===== src/rtl/decoder_2to4.sv =====
// decoder_2to4: registered 2-to-4 one-hot decoder with enable, valid flag and selectable output polarity
module decoder_2to4 #(
    parameter bit ACTIVE_LOW = 1'b0,
    parameter bit RESET_VAL  = 1'b0
) (
    input  logic clk,
    input  logic rst,
    input  logic en,
    input  logic i0,
    input  logic i1,
    output logic y0,
    output logic y1,
    output logic y2,
    output logic y3,
    output logic valid
);
    logic [3:0] y_d, y_q;
    logic       valid_d, valid_q;
    logic       unused_reset_val;
    assign unused_reset_val = RESET_VAL;
    always_comb begin
        y_d     = (en ? 4'b0001 << {i1, i0} : 4'b0000) ^ {4{ACTIVE_LOW}};
        valid_d = en;
    end
    always_ff @(posedge clk or posedge rst) begin
        if (rst) begin
            y_q     <= {4{ACTIVE_LOW}};
            valid_q <= 1'b0;
        end else begin
            y_q     <= y_d;
            valid_q <= valid_d;
        end
    end
    assign {y3, y2, y1, y0} = y_q;
    assign valid            = valid_q;
endmodule


===== config.mk =====
export PLATFORM = sky130hd
export DESIGN_NAME = decoder_2to4
export DESIGN_NICKNAME = d
export VERILOG_FILES = /design/src/rtl/decoder_2to4.sv
export SDC_FILE = /design/constraint.sdc
export NUM_CORES = 1
export LEC_CHECK = 0
export CAP_MARGIN = 10
export CELL_PAD_IN_SITES_DETAIL_PLACEMENT = 1
export CELL_PAD_IN_SITES_GLOBAL_PLACEMENT = 1
export CORE_AREA = 4 4 41 43
export DETAILED_ROUTE_END_ITERATION = 12
export DIE_AREA = 0 0 45 47
export HOLD_SLACK_MARGIN = 0.06
export PLACE_DENSITY = 0.48
export SYNTH_ARGS = -nofsm -noshare
export SYNTH_HDL_FRONTEND = slang
export SYNTH_SLANG_ARGS = --single-unit

===== constraint.sdc =====
create_clock -name clk -period 0.8 [get_ports clk]
set_input_delay 0.08 -clock clk [delete_from_list [all_inputs] [get_ports clk]]
set_output_delay 0.08 -clock clk [all_outputs]
set_load 0.05 [all_outputs]

# Word-level counts from Yosys, hierarchy flattened
# Index checks and enable logic that the tools add are counted.
[word_totals]
input_bits = 5
ff_bits = 5
output_inout_bits = 5
wordCells = 4
[classes]
n_mux = 1
shift = 1
[ops]
columns = ["operator", "n"]
rows = [
  ["2-to-1 mux 4 bit", 1],
  ["left shift 1 x 2 -> 4 bit, first input constant", 1],
]

# Depth between registers and ports, before layout
# Gate-level depths: netlist (run 1).
[logic_depth]
ltp_word = 2
ltp_mapped = 1

# Worst setup path before layout (run 1)
# Ideal clock, no wire load.
[synth_timing]
path_type = "reg-to-output"
startpoint = "register valid_q, in the netlist valid"
endpoint = "output port valid"
t_arrival_ps = 586
path_buffers = 0
slack_ps = 134
t_required_ps = 720
path_stages_with_launch = 1
cell_sequence = "dfrtp_1"
[synth_rtl]
columns = ["item", "line_no", "rtl"]
rows = [
  ["start, declared", "18", "logic valid_d, valid_q;"],
  ["start signal, assigned", "31", "valid_q <= valid_d;"],
  ["end, declared", "15", "output logic valid"],
]
# No word-level cell between the ends.

# Worst setup path in the final report (run 1)
[layout_timing]
startpoint = "register y_q[3]"
endpoint = "output port y3"
[layout_rtl]
columns = ["item", "line_no", "rtl"]
rows = [
  ["start, declared", "17", "logic [3:0] y_d, y_q;"],
  ["start signal, assigned", "27", "y_q <= {4{ACTIVE_LOW}};"],
  ["start signal, assigned", "30", "y_q <= y_d;"],
  ["end, declared", "14", "output logic y3,"],
]
# No word-level cell between the ends.

==> results of run 1 <==
## logic make-up after synthesis
| group | Yosys count | synth area share, % |
|---|---|---|
| buffers and inverters | 1 | 2.253 |
| AND/OR/NAND/NOR | 4 | 22.56 |
| flip-flops | 5 | 75.19 |
## registers in the layout (all words and copies together), names as in the netlist
signal	cells
y_q	4
valid	1
## cell usage in the layout (no fill, tap or decap), drive strengths merged
cell type / instances
clkbuf: 4
inv: 1
nor3b: 1
clkdlybuf4s50: 4
dfrtp: 5
and3b: 2
and3: 1
buf: 5
dlygate4sd3: 1
## power by group
| group | switching, mW | internal (mW) | leakage, nW | total (mW) |
|---|---|---|---|---|
| registers | 0.00887 | 0.264 | 0.0655 | 0.273 |
| logic | 0.0567 | 0.0662 | 0.0907 | 0.123 |
| clock network | 0.0936 | 0.188 | 0.0150 | 0.282 |
| total | 0.159 | 0.519 | 0.171 | 0.678 |
## routing by layer
metal,routed length (um),part of all wire (%),vias to the layer above
li1,-,-,61
met4,19,5.0,0
met3,30,7.9,2
met1,109,29,63
met5,0,0,-
met2,221,58,8
## per-stage QoR
step                setup TNS [ps]  utilization (%)  area [um2]
finish                      -312.2            27.79       361.6
floorplan                        0                -       166.4
global route                -567.0            27.79       361.6
detailed placement          -374.0            25.00       325.3
global placement            -336.8            25.00       325.3
CTS                         -385.9            27.79       361.6
## path summary, 6_finish.rpt
kind | slack [ps] | startpoint | cells past startpoint | endpoint
setup / recovery | -60 | y_q[3] | 1 | y3
hold / removal | 360 | en | 1 | valid
max in group asynchronous | 40 | rst | 3 | valid
min in group asynchronous | 600 | rst | 3 | y_q[0]
## layout make-up
type / count / area share [%]
multi-input cells: 4 / 10.38
inverters: 1 / 1.038
clock buffers: 4 / 7.266
repair buffers: 10 / 41.52
well taps: 15 / 5.190
flip-flops and latches: 5 / 34.60
## what timing repair did
item / in CTS / in global routing
pin swaps: 0 / 0
hold endpoints to repair: 5 / 0
hold buffers: 1 / 0
endpoints found under the setup margin: 5 / 5
setup buffers: 0 / 0
gates cloned: 0 / 0
==> results.json, run 1 <==
{
  "worst_pin_slew_ps": 181.3,
  "rsz0062_at_grt": "true",
  "port_buffers": 9,
  "min_period_over_period_pct": 108.1,
  "worst_setup_path_end_kind": "output pin",
  "drc": 0,
  "async_flop_share_pct": 100.0,
  "cts_tree": "yes",
  "ys_top_cells_by_count": "5 x dfrtp_1, 2 x and3b_1, 1 x and3_2, 1 x inv_1, 1 x nor3b_2",
  "final_nets": 30,
  "power_mw": 0.6778,
  "drtPass1Iterations": 2,
  "cts.path.max_buffers": 2,
  "synth_most_common_cell": "dfrtp_1",
  "setup_slack_ps": -64.85,
  "startpoint_type": "flip-flop",
  "seqCellArea_um2": 125.1,
  "cp.required_ps": 720,
  "diodes": 0,
  "wl_per_cell_um": 9.769,
  "die_w_um": 45,
  "area_delta_synth_final_pct": 117.3,
  "use_met2_pct": 8.757,
  "htreeDepth": 1,
  "final_cells": 39,
  "ir_drop_mv": 0.6417,
  "cp_top_family": "flip-flops",
  "drv_slew": 0,
  "synth_edf_count": 0,
  "grt_pass1_wl_um": 710,
  "fp.coreArea_um2": 1301,
  "holdWs_ps": 362.3,
  "grt_start_max_net_pins": 6,
  "synth_seq_area_share_pct": 75.19,
  "die_y_um": 47,
  "cp_cell_sequence": "buf_12",
  "relSlewSlack_pct": 87.90,
  "multi_input_area_um2": 37.54,
  "ys_warn_count": 0,
  "cts_made_buffers": 3,
  "num_rows": 13,
  "finalCriticalPeriod_ps": 864.8,
  "grt_pass1_vias": 165,
  "critPathBufInv": 1,
  "drv_cap": 0,
  "clockRootBuffer": "clkbuf_4",
  "syn_inst": 10,
  "synth.avg_cell_area_um2": 16.64,
  "worst_path_largest_cell_delay_ps": 390,
  "synth_top_area_share_pct": 75.19,
  "grt_overflow": 0,
  "gr-usage-all-layers_pct": 6.116,
  "place_congestion": 0.7066,
  "antenna_found_initial": 0,
  "num_vias": 134,
  "leakagePower_nw": 0.1712,
  "placedCellCount": 34,
  "syn_nets": 15,
  "wl_um": 381,
  "hold_path.class": "in2reg",
  "synth_seq_cells": 5,
  "max_freq_mhz": 1156,
  "critPathArrivalTime_ps": 780,
  "ant_nets": 0,
  "netlist_area_um2": 166.4,
  "grt-busiest-layer": "met4",
  "dp_slack_ps": -121.0,
  "critical_path_class": "reg2out",
  "cts_resized": 0,
  "place_hpwl_um": 335.7,
  "cpMaxStageDelayCell": "dfrtp_1",
  "start_util_pct": 12.79,
  "synthTopCellsByArea": "dfrtp_1 75%, and3b_1 11%, nor3b_2 7.5%, and3_2 4.5%, inv_1 2.3%",
  "hold_viol_final": 0,
  "drt-initial-drc-count": 3,
  "gr-usage-met1_pct": 3.695,
  "p_per_area_nw_per_um2": 1874,
  "drive_gt1_share_pct": 41.67,
  "ios": 10,
  "die_area_um2": 2115,
  "setup_violations": 5,
  "viasPerCell": 3.436,
  "synth_top_area_cell": "dfrtp_1",
  "grt.met3_usage_pct": 3.448,
  "clk_pin_slew_ps": 40,
  "cp_max_fo": 1,
  "clkSinkCount": 5,
  "ys_types": 5,
  "synth-main-ff-cell": "dfrtp_1",
  "failed_checks": "negative setup slack",
  "fillers": 149,
  "outcome": "finished with violations"
}
No activity file was read; power rests on OpenSTA's default activity.
==> run 2: changes to the inputs <==
CORE_AREA = 2 2 39 41   (was 4 4 41 43)
DIE_AREA = 0 0 41 43   (was 0 0 45 47)
==> run 2 against run 1 <==
The flow still finishes with violations (negative setup slack). Fmax up 0.71%. Clock-buffer cell count unchanged. First-iteration DRC count down 67%. Global-route usage down 0.16 points. Largest cell class unchanged. Largest power group unchanged.
==> results.json, run 2 (synthesis gave the netlist of run 1 again) <==
{
  "outcome": "finished with violations",
  "cts_made_buffers": 3,
  "largest_reg_flops": 4,
  "p_per_area_nw_per_um2": 1835,
  "top_register": "y_q",
  "clk_pin_slew_ps": 40,
  "viasPerCell": 3.244,
  "wl_um": 372,
  "finalCriticalPeriod_ps": 858.8,
  "area_delta_synth_final_pct": 122.6,
  "cp_cell_sequence": "buf_12",
  "cp.required_ps": 720,
  "startpoint_type": "flip-flop",
  "grt_start_max_net_pins": 6,
  "die_y_um": 43,
  "power_mw": 0.6795,
  "drive_gt1_share_pct": 48.00,
  "setup_violations": 5,
  "start_util_pct": 12.03,
  "antenna_found_initial": 0,
  "worst_path_largest_cell_delay_ps": 390,
  "cts.path.max_buffers": 2,
  "grt_overflow": 0,
  "relSlewSlack_pct": 91.34,
  "num_rows": 14,
  "cp_max_fo": 1,
  "clockRootBuffer": "clkbuf_4",
  "die_w_um": 41,
  "hold_path.class": "in2reg",
  "ir_drop_mv": 0.5091,
  "drv_cap": 0,
  "diodes": 0,
  "rsz0062_at_grt": "true",
  "max_freq_mhz": 1164,
  "final_nets": 31,
  "drc": 0,
  "critical_path_class": "reg2out",
  "setup_slack_ps": -58.76,
  "min_period_over_period_pct": 107.3,
  "leakagePower_nw": 0.1749,
  "failed_checks": "negative setup slack",
  "cpMaxStageDelayCell": "dfrtp_1",
  "critPathArrivalTime_ps": 780,
  "ant_nets": 0,
  "final_util_pct": 26.76,
  "num_vias": 133,
  "tns_ps": -282.4,
  "cp_top_family": "flip-flops",
  "holdWs_ps": 377.7,
  "ios": 10,
  "critPathBufInv": 1,
  "worst_pin_slew_ps": 129.5,
  "wl_per_cell_um": 9.073,
  "clkSinkCount": 5,
  "fp.coreArea_um2": 1384,
  "grt_pass1_vias": 154,
  "final_cell_mix": "5 x buf_12, 5 x dfrtp_1, 4 x clkdlybuf4s50_1, 3 x clkbuf_4, 2 x and3b_1",
  "drt-initial-drc-count": 1,
  "hold_viol_final": 0,
  "drtPass1Iterations": 2,
  "drv_slew": 0,
  "place_congestion": 0.6221,
  "htreeDepth": 1,
  "worst_setup_path_end_kind": "output pin",
  "die_area_um2": 1763,
  "cts_tree": "yes",
  "gr-usage-all-layers_pct": 5.954,
  "dp_slack_ps": -114.6,
  "port_buffers": 9,
  "grt_pass1_wl_um": 600
}
==> run 2: worst paths after layout <==
kind	startpoint	endpoint	slack [ps]	cells after the start
max	y_q[2]	y2	-60	1
min	en	valid	380	1
max in group asynchronous	rst	y_q[3]	80	3
min in group asynchronous	rst	y_q[1]	600	3
==> run 2: area by class of cell <==
cell class / instances / area (um2)
clock buffer: 4 / 26.28
sequential: 5 / 125.1
fill: 156 / 1013
tap: 16 / 20.02
timing repair buffer: 11 / 157.7
multi-input combinational: 4 / 37.54
inverter: 1 / 3.754
==> run 2: timing repair <==
| item | 4_1_cts | 5_1_grt |
|---|---|---|
| setup endpoints to repair | 5 | 10 |
| gates resized for setup | 0 | 1 |
| setup buffers | 0 | 0 |
| pin swaps | 0 | 0 |
| endpoints found under the hold margin | 5 | 0 |
| hold buffers | 1 | 0 |
==> run 2: where the power goes <==
part / internal (mW) / switching, mW / leakage [nW] / total (mW)
Clock: 0.188 / 0.0916 / 0.0150 / 0.279
Combinational: 0.0694 / 0.0579 / 0.0944 / 0.127
Sequential: 0.265 / 0.00830 / 0.0655 / 0.273
Total: 0.522 / 0.158 / 0.175 / 0.680
==> run 2: through the flow <==
stage | instances | cell area (um2)
floorplan | 10 | 166.4
global placement | 36 | 334.1
detailed placement | 36 | 334.1
CTS | 41 | 370.4
global route | 41 | 370.4
finish | 41 | 370.4
==> run 2: metal layers <==
metal,share of wire (%),vias to the layer above,track usage [%]
met3,16,0,3.665
met2,52,10,8.438
met1,32,61,4.248
met4,0,0,8.000
li1,-,62,-
met5,0,-,0
==> run 3: changes to the inputs <==
REMOVE_ABC_BUFFERS = 1   (was unset)
==> results of run 3 <==
The final DEF is identical to that of run 2; final timing and power are the same.
